===== src/rtl/dc9_if.sv =====
// Control/status bundle between a loop controller and the dc9 down-counter.
// The controller side is master; the counter itself is slave.
interface dc9_if #(
    parameter int WIDTH = 9
);
    logic             load;
    logic [WIDTH-1:0] d;
    logic             start;
    logic             dec;
    logic             stop;
    logic             ack;
    logic [WIDTH-1:0] q;
    logic             zero;
    logic             busy;
    logic             done;
    logic             tc;

    modport master (
        output load, d, start, dec, stop, ack,
        input  q, zero, busy, done, tc
    );

    modport slave (
        input  load, d, start, dec, stop, ack,
        output q, zero, busy, done, tc
    );
endinterface


===== src/rtl/dc9.sv =====
// Loadable down-counter with run/done handshake, terminal-count pulse and
// optional auto-reload from a separately writable reload register.
module dc9 #(
    parameter int WIDTH  = 9,
    parameter int RELOAD = 0
) (
    input  logic   sys_clk,
    input  logic   reset,
    dc9_if.slave   bus
);
    typedef enum logic [1:0] {
        S_IDLE,
        S_RUN,
        S_DONE
    } state_t;

    localparam logic [WIDTH-1:0] COUNT_ONE = WIDTH'(1);

    state_t           state, state_nxt;
    logic [WIDTH-1:0] q_r, q_nxt;
    logic [WIDTH-1:0] rl_r, rl_nxt;
    logic             tc_r, tc_nxt;
    logic [WIDTH-1:0] start_count;

    // With load and start together the new value, not the old q, decides RUN vs DONE.
    assign start_count = bus.load ? bus.d : q_r;

    // NOTE: every signal written here gets a default first, so no path leaves one unassigned (no latch).
    always_comb begin
        state_nxt = state;
        q_nxt     = q_r;
        rl_nxt    = rl_r;
        tc_nxt    = 1'b0;

        unique case (state)
            S_IDLE: begin
                if (bus.load) begin
                    q_nxt  = bus.d;
                    rl_nxt = bus.d;
                end
                if (bus.start) begin
                    state_nxt = (start_count != '0) ? S_RUN : S_DONE;
                end
            end
            S_RUN: begin
                if (bus.load) begin
                    rl_nxt = bus.d;
                end
                if (bus.stop) begin
                    state_nxt = S_IDLE;
                end else if (bus.dec) begin
                    if (q_r > COUNT_ONE) begin
                        q_nxt = q_r - COUNT_ONE;
                    end else begin
                        // Reload takes rl_r as it stood before this edge; a same-cycle load waits.
                        tc_nxt = 1'b1;
                        if (RELOAD != 0 && rl_r != '0) begin
                            q_nxt = rl_r;
                        end else begin
                            q_nxt     = '0;
                            state_nxt = S_DONE;
                        end
                    end
                end
            end
            S_DONE: begin
                if (bus.ack) begin
                    state_nxt = S_IDLE;
                end
            end
            default: state_nxt = S_IDLE;
        endcase
    end

    // NOTE: sequential state uses non-blocking assignments; reset is synchronous and wins over everything.
    always_ff @(posedge sys_clk) begin
        if (reset) begin
            state <= S_IDLE;
            q_r   <= '0;
            rl_r  <= '0;
            tc_r  <= 1'b0;
        end else begin
            state <= state_nxt;
            q_r   <= q_nxt;
            rl_r  <= rl_nxt;
            tc_r  <= tc_nxt;
        end
    end

    assign bus.q    = q_r;
    assign bus.zero = (q_r == '0);
    assign bus.busy = (state == S_RUN);
    assign bus.done = (state == S_DONE);
    assign bus.tc   = tc_r;
endmodule


===== src/flat_wrapper.sv =====
// flat-port wrapper written by rule: the top's interface ports become plain ports
module dc9_flat 
#(
    parameter int WIDTH  = 9,
    parameter int RELOAD = 0
)
  (sys_clk, reset, bus_load, bus_d, bus_start, bus_dec, bus_stop, bus_ack, bus_q, bus_zero, bus_busy, bus_done, bus_tc);
  dc9_if #(.WIDTH(WIDTH)) bus_i ();
  input  logic sys_clk;
  input  logic reset;
  input wire logic [$bits(bus_i.load)-1:0] bus_load;
  input wire logic [$bits(bus_i.d)-1:0] bus_d;
  input wire logic [$bits(bus_i.start)-1:0] bus_start;
  input wire logic [$bits(bus_i.dec)-1:0] bus_dec;
  input wire logic [$bits(bus_i.stop)-1:0] bus_stop;
  input wire logic [$bits(bus_i.ack)-1:0] bus_ack;
  output wire logic [$bits(bus_i.q)-1:0] bus_q;
  output wire logic [$bits(bus_i.zero)-1:0] bus_zero;
  output wire logic [$bits(bus_i.busy)-1:0] bus_busy;
  output wire logic [$bits(bus_i.done)-1:0] bus_done;
  output wire logic [$bits(bus_i.tc)-1:0] bus_tc;
  assign bus_i.load = bus_load;
  assign bus_i.d = bus_d;
  assign bus_i.start = bus_start;
  assign bus_i.dec = bus_dec;
  assign bus_i.stop = bus_stop;
  assign bus_i.ack = bus_ack;
  assign bus_q = bus_i.q;
  assign bus_zero = bus_i.zero;
  assign bus_busy = bus_i.busy;
  assign bus_done = bus_i.done;
  assign bus_tc = bus_i.tc;
  dc9 #(.WIDTH(WIDTH), .RELOAD(RELOAD)) u_core (.sys_clk(sys_clk), .reset(reset), .bus(bus_i));
endmodule

===== config.mk =====
export PLATFORM = sky130hd
export DESIGN_NAME = dc9_flat
export DESIGN_NICKNAME = d
export VERILOG_FILES = /design/src/rtl/dc9_if.sv /design/src/rtl/dc9.sv /design/src/flat_wrapper.sv
export SDC_FILE = /design/constraint.sdc
export NUM_CORES = 1
export LEC_CHECK = 0
export BUFFER_PORTS_ARGS = -buffer_cell sky130_fd_sc_hd__buf_2
export CAP_MARGIN = 0
export CORE_MARGIN = 3
export CORE_UTILIZATION = 35
export DETAILED_ROUTE_END_ITERATION = 10
export SLEW_MARGIN = 20
export SYNTH_ARGS = -nofsm -noshare
export SYNTH_HDL_FRONTEND = slang
export SYNTH_SLANG_ARGS = --single-unit

===== constraint.sdc =====
create_clock -name sys_clk -period 3.4 [get_ports sys_clk]
set_clock_uncertainty 0.2 [all_clocks]
set_input_delay 0.34 -clock sys_clk [delete_from_list [all_inputs] [get_ports sys_clk]]
set_output_delay 0.34 -clock sys_clk [all_outputs]
set_load 0.005 [all_outputs]

Yosys cells after proc, flatten, opt, wreduce, memory -nomap -nowiden
Cells that the tools add are included.

storage, ports and cells
  input port bits = 16
  output and inout bits = 13
  register bits after elaboration = 12
  logic and storage cells = 35

operators by class
  muxes and demuxes = 13
  add/subtract/negate cells = 1
  reductions and logical operators = 7
  bitwise gates (word level) = 2
  $lt $le $gt $ge = 1
  equal/unequal tests = 8

operators with widths
  kind                                                 number
  two-way mux 9 bit                                    4
  case mux 9 bit (2 select lines)                      1
  two-way mux 2 bit                                    6
  > comparator 9 x 1 -> 1 bit (second input constant)  1
  zero test 9 bit                                      1
  nonzero test 9 bit                                   1
  subtractor 9 x 1 -> 9 bit (second input constant)    1
  inequality test 2 bit (second input constant)        4
  inequality test 3 bit (second input constant)        2
  case mux 2 bit (3 select lines)                      1
  AND reduction 4 bit                                  1
  OR reduction 4 bit                                   1
  AND reduction 3 bit                                  1
  == test 2 x 1 -> 1 bit (second input constant)       1
  == test 2 bit (second input constant)                1
  zero test 2 bit                                      1
  inverter 1 bit                                       2
  nonzero test 2 bit                                   1
  two-way mux 1 bit                                    1

Logic depth before layout (Yosys ltp)
  depth in word-level cells = 5
  mapped depth = 6
  gate-level depth less buffers = 6

Worst setup path after synthesis
No wires, ideal clock.

  path type = reg2reg
  start = register u_core.q_r[1] (netlist: u_core.bus.q[1])
  end = register u_core.q_r[0] (netlist: u_core.bus.q[0])
  cell stages (with the launch flop) = 7
  data required time = 3114 ps
  data arrival time = 1589 ps
  setup slack = 1525 ps
  setup time = 86 ps
  path buffers = 0
  path through = dfxtp_1 > inv_1 > ha_1 > o21bai_1 > a31oi_1 > a221oi_1 > a211oi_1

between the ends
  longest elaborated chain between the ends = 5

RTL lines
  element                          line       source
  start, declared                  dc9.sv:20  logic [WIDTH-1:0] q_r, q_nxt;
  start signal, assigned           dc9.sv:84  q_r <= q_nxt;
  > comparator 9 x 1 -> 1 bit      dc9.sv:52  if (q_r > COUNT_ONE) begin
  two-way mux 9 bit                dc9.sv:52
  two-way mux 9 bit                dc9.sv:51  end else if (bus.dec) begin
  two-way mux 9 bit                dc9.sv:49  if (bus.stop) begin
  case mux 9 bit (2 select lines)  dc9.sv:35  unique case (state)

Every way passes these cells. The select of a mux whose other input is x is not followed.
A chain may end at the register's enable or synchronous reset.

Worst setup path in the final report
  start = register u_core.state[1]
  end = output port bus_busy

between the ends
  longest elaborated chain between the ends = 1

RTL lines
  element                 line                source
  start, declared         dc9.sv:19           state_t state, state_nxt;
  start signal, assigned  dc9.sv:83           state <= state_nxt;
  == test 2 x 1 -> 1 bit  dc9.sv:92           assign bus.busy = (state == S_RUN);
  end, declared           flat_wrapper.sv:19  output wire logic [$bits(bus_i.busy)-1:0] bus_busy;

Every way passes these cells.

==> results summary <==
Setup repair after global routing left no endpoint under its margin. Yosys mapped the design onto 39 distinct sky130hd cell types. At the pin with the least slew margin, the transition time is ~0.65 ns. The most used flip-flop cell after synthesis is sky130_fd_sc_hd__dfxtp_1. The largest individual stage delay along the critical path comes from the cell sky130_fd_sc_hd__dfxtp_1. The total congestion overflow is 0.

The post-synthesis sequential area ratio came out at 25.3%. The number of cells upsized or downsized after cts came out at 0. The count of port buffers added during placement came out at 28. The total number of vias is between 1k and 1.5k. Summed over all nets, the switching power comes to 0.438 mW. In the final layout, flip-flops and latches occupy 240 µm². Synthesis inferred 12 register bits.

The root buffer cell chosen for the clock tree is sky130_fd_sc_hd__clkbuf_4. The routed design uses 1320 µm of met2 wire. The clock slew at the register clock pins of the worst setup and hold paths is roughly 0.080 ns. After layout, the worst path uses 69.1% of the clock period. The dominant delay contributor by cell family on the critical path is flip-flops.

The count of hold buffers inserted by post-cts repair is 0. The total power density per cell area is 787 nW/µm². The min-delay analysis places its worst path in the category in -> reg. The logic depth of the worst register-to-register path is 6. Measured along the x axis, the die boundary spans 58.1 µm. The fraction of final layout cells with drive strength greater than 1 is 23.5%. The critical path endpoint category is an output pin. Yosys mapped a number of flops with a built-in enable equal to 0.

The count of boundary I/O pins is 29. The final-layout fill cell count came out at around 270. In the synthesized netlist the async set-or-reset flop fraction comes to 0%. Across the VDD grid, the largest voltage drop is 0.322 mV. A synthesized cell averages about 7.6 µm².

The total standard cell area after synthesis is about 950 µm². The number of global-route vias before repair was 1037. The worst-case clock buffer depth is 2. Summed over all layers, the routed wires come to 2900 µm. For the final routed database, the setup TNS stands at 0 ns. Of all nets on the critical path, the largest fanout is 12. The number of pins exceeding their max-slew limit in the final report is 0. The final hold violation count came to 0. The peak clock frequency supported by timing is ~0.43 GHz. The run finished with clean final reports. The overall global routing resource usage came out at between 10% and 20%.

The category of the most critical setup path is reg -> out. In this run the static leakage power is 0.471 nW. The worst path in the final design needs a cycle of 2.35 ns, including I/O delays and setup. The wire length per cell after detailed routing came out at 16.2 µm. The first global-routing pass estimated 4810 µm of wire. The first-pass iteration count of the detailed router is 4. Wire segments on met3 add up to around 220 µm in the final route. Per report_power, the sequential group accounts for 31.3% of the total.

The cell depth of the worst setup path came out at 3. The initial antenna violation count is 0. In this run the core area contains 18 standard-cell rows. The cell-internal power came out at 0.445 mW. The setup fix buffers added after clock tree synthesis came out at 0.

The clock latency on the worst-skew pair came out at approximately 0.28 ns. In this design, the stage delay of the slowest critical-path cell is 0.60 ns. The data required time of the worst path is 2.86 ns. For this run, the post-layout net count is 168. The critical path goes through nand2b_1 > clkinv_1 > buf_2. The detailed router put a total of 1310 µm of wire on met1. TritonCTS built the clock tree. The post-place setup slack is about 1.1 ns. The initial core utilization came out at 37.6%. For the worst setup path, the data arrival time is between 1.5 and 2 ns. The pin count of the biggest net entering global routing came out at 17.

The starting DRC count in detailed routing is 39. The routability-driven placement congestion ratio is 0.898. The total half-perimeter wirelength after legalization and detailed placement came out at 2120 µm. Setup slack on the critical path of the routed design comes to 1.05 ns. The share of total power dissipated in the clock network is around 14%. The net count after synthesis came out at 143. The detailed router used layers up to and including met4.

The remaining max-slew budget at the tightest pin came out at 56.3%. The cell depth of the worst hold path is 2. Relative to the synthesized area, the layout overhead comes to 18.3%. The vertical extent of the die is a little under 60 µm.

The worst setup path is launched from a flip-flop. The average via count per standard cell is between 6 and 7. The number of routed nets with antenna violations came out at 0. Setup violations remaining at the end of the flow were counted as 0.

The level count of the clock H-tree came out at 1. The overall die area came out at 3370 µm². The count of buffer and inverter cells on the critical path is 2. In the final layout, the multi-input gates occupy between 600 and 700 µm².

The total CTS buffers is 3. For this design, the sink count on the clock tree is 12. The switching fraction of total power is 49.6%. Per report_power, the combinational group accounts for 55.2% of the total. The synthesized instance count is 125. In the routed design, unresolved DRC markers number 0.

The core area came out at about 2500 µm². Max-cap violations in this run came to 0. The count of warnings emitted by yosys is 0.

The count of inserted antenna diode cells is 0.
## power by group through the flow
stage               registers, mW  clock network (mW)  logic [mW]
floorplan                   0.232                   0       0.375
global placement            0.271                   0       0.482
CTS                         0.272               0.121       0.483
global route                0.285               0.128       0.538
detailed placement          0.275                   0       0.480
finish                      0.277               0.119       0.488
## cell type report
| class | instances | area share (%) |
|---|---|---|
| flip-flops and latches | 12 | 21.4 |
| well taps | 30 | 3.34 |
| inverters | 9 | 3.01 |
| multi-input cells | 96 | 56.5 |
| repair buffers | 28 | 12.5 |
| clock buffers | 4 | 3.23 |
## layer usage
metal	vias up	GRT usage (%)
met2	47	28.7
met3	8	4.23
li1	530	-
met1	499	23.9
met5	-	0
met4	0	7.62
## cells by family after synthesis
| kind of cell | Yosys count | share of synthesized area [%] |
|---|---|---|
| AO/OA/AOI/OAI | 40 | 29.8 |
| adder cells (fa/ha/maj) | 2 | 2.64 |
| buffers and inverters | 17 | 7.78 |
| flip-flops | 12 | 25.3 |
| multiplexers | 6 | 6.33 |
| AND/OR/NAND/NOR | 48 | 28.1 |
## synth_stat cells, types with 2 or more instances
cell type                   n  share of area [%]
sky130_fd_sc_hd__inv_1      8                3.2
sky130_fd_sc_hd__nor4_1     5                3.3
sky130_fd_sc_hd__a41oi_1    2                1.8
sky130_fd_sc_hd__o21ai_0    5                2.6
sky130_fd_sc_hd__ha_1       2                2.6
sky130_fd_sc_hd__nor3_1     6                3.2
sky130_fd_sc_hd__nand2_1    4                1.6
sky130_fd_sc_hd__o32ai_1    3                2.8
sky130_fd_sc_hd__nand2b_1   4                2.6
sky130_fd_sc_hd__clkbuf_1   4                1.6
sky130_fd_sc_hd__a31oi_1    4                2.6
sky130_fd_sc_hd__nand3_1    4                2.1
sky130_fd_sc_hd__a21oi_1   11                5.8
sky130_fd_sc_hd__nand3b_1   2                1.6
sky130_fd_sc_hd__or3_1      3                2.0
sky130_fd_sc_hd__a211oi_1   4                3.2
sky130_fd_sc_hd__nand4b_1   2                1.8
sky130_fd_sc_hd__buf_2      2                1.1
sky130_fd_sc_hd__a22oi_1    2                1.6
sky130_fd_sc_hd__dfxtp_1   12                 25
sky130_fd_sc_hd__mux2i_1    6                6.3
sky130_fd_sc_hd__a221oi_1   2                1.8
sky130_fd_sc_hd__nor2_1    12                4.7
## worst paths after layout
kind              startpoint               to  slack [ns]
max          u_core.state[1]         bus_busy        1.05
min                 bus_stop    u_core.bus.tc        0.05
max reg2reg  u_core.bus.q[1]  u_core.bus.q[1]        1.10
min reg2reg  u_core.bus.q[7]  u_core.bus.q[7]        0.38
## sequential cells by signal (all words and copies together) (netlist names)
name and cells:
u_core.bus.q 9, u_core.state 2, u_core.bus.tc 1
## worst reg2reg max path: cells and delay by family (launching register included)
family / cells / cell delay (ns)
AO/OA/AOI/OAI: 4 / 1.25
adder cells (fa/ha/maj): 1 / 0.19
buffers and inverters: 1 / 0.13
flip-flops: 1 / 0.45
## per-stage QoR
step	utilization (%)	total power [mW]	hold WS (ns)	std cells	area, µm²
2_1_floorplan	-	0.608	0.219	125	948
3_3_place_gp	43.1	0.753	0.342	175	1090
3_5_place_dp	43.1	0.755	0.338	175	1090
4_1_cts	44.5	0.876	0.0415	179	1120
5_1_grt	44.5	0.952	0.0549	179	1120
6_report	44.5	0.884	0.0498	179	1120
## cell usage in the layout, fill, tap and decap left out, types with 2 or more instances in the layout
cell                        n
sky130_fd_sc_hd__nor3_1     6
sky130_fd_sc_hd__a21oi_1   11
sky130_fd_sc_hd__o32ai_1    3
sky130_fd_sc_hd__ha_1       2
sky130_fd_sc_hd__a22oi_1    2
sky130_fd_sc_hd__clkbuf_4   3
sky130_fd_sc_hd__a41oi_1    2
sky130_fd_sc_hd__nand4b_1   2
sky130_fd_sc_hd__nor4_1     5
sky130_fd_sc_hd__mux2i_1    6
sky130_fd_sc_hd__nor2_1    12
sky130_fd_sc_hd__nand3b_1   2
sky130_fd_sc_hd__buf_2     28
sky130_fd_sc_hd__or3_1      3
sky130_fd_sc_hd__nand3_1    4
sky130_fd_sc_hd__dfxtp_1   12
sky130_fd_sc_hd__a211oi_1   4
sky130_fd_sc_hd__a221oi_1   2
sky130_fd_sc_hd__o21ai_0    5
sky130_fd_sc_hd__nand2_1    4
sky130_fd_sc_hd__nand2b_1   4
sky130_fd_sc_hd__inv_1      8
sky130_fd_sc_hd__a31oi_1    4
(Power assumes the default switching activity.)
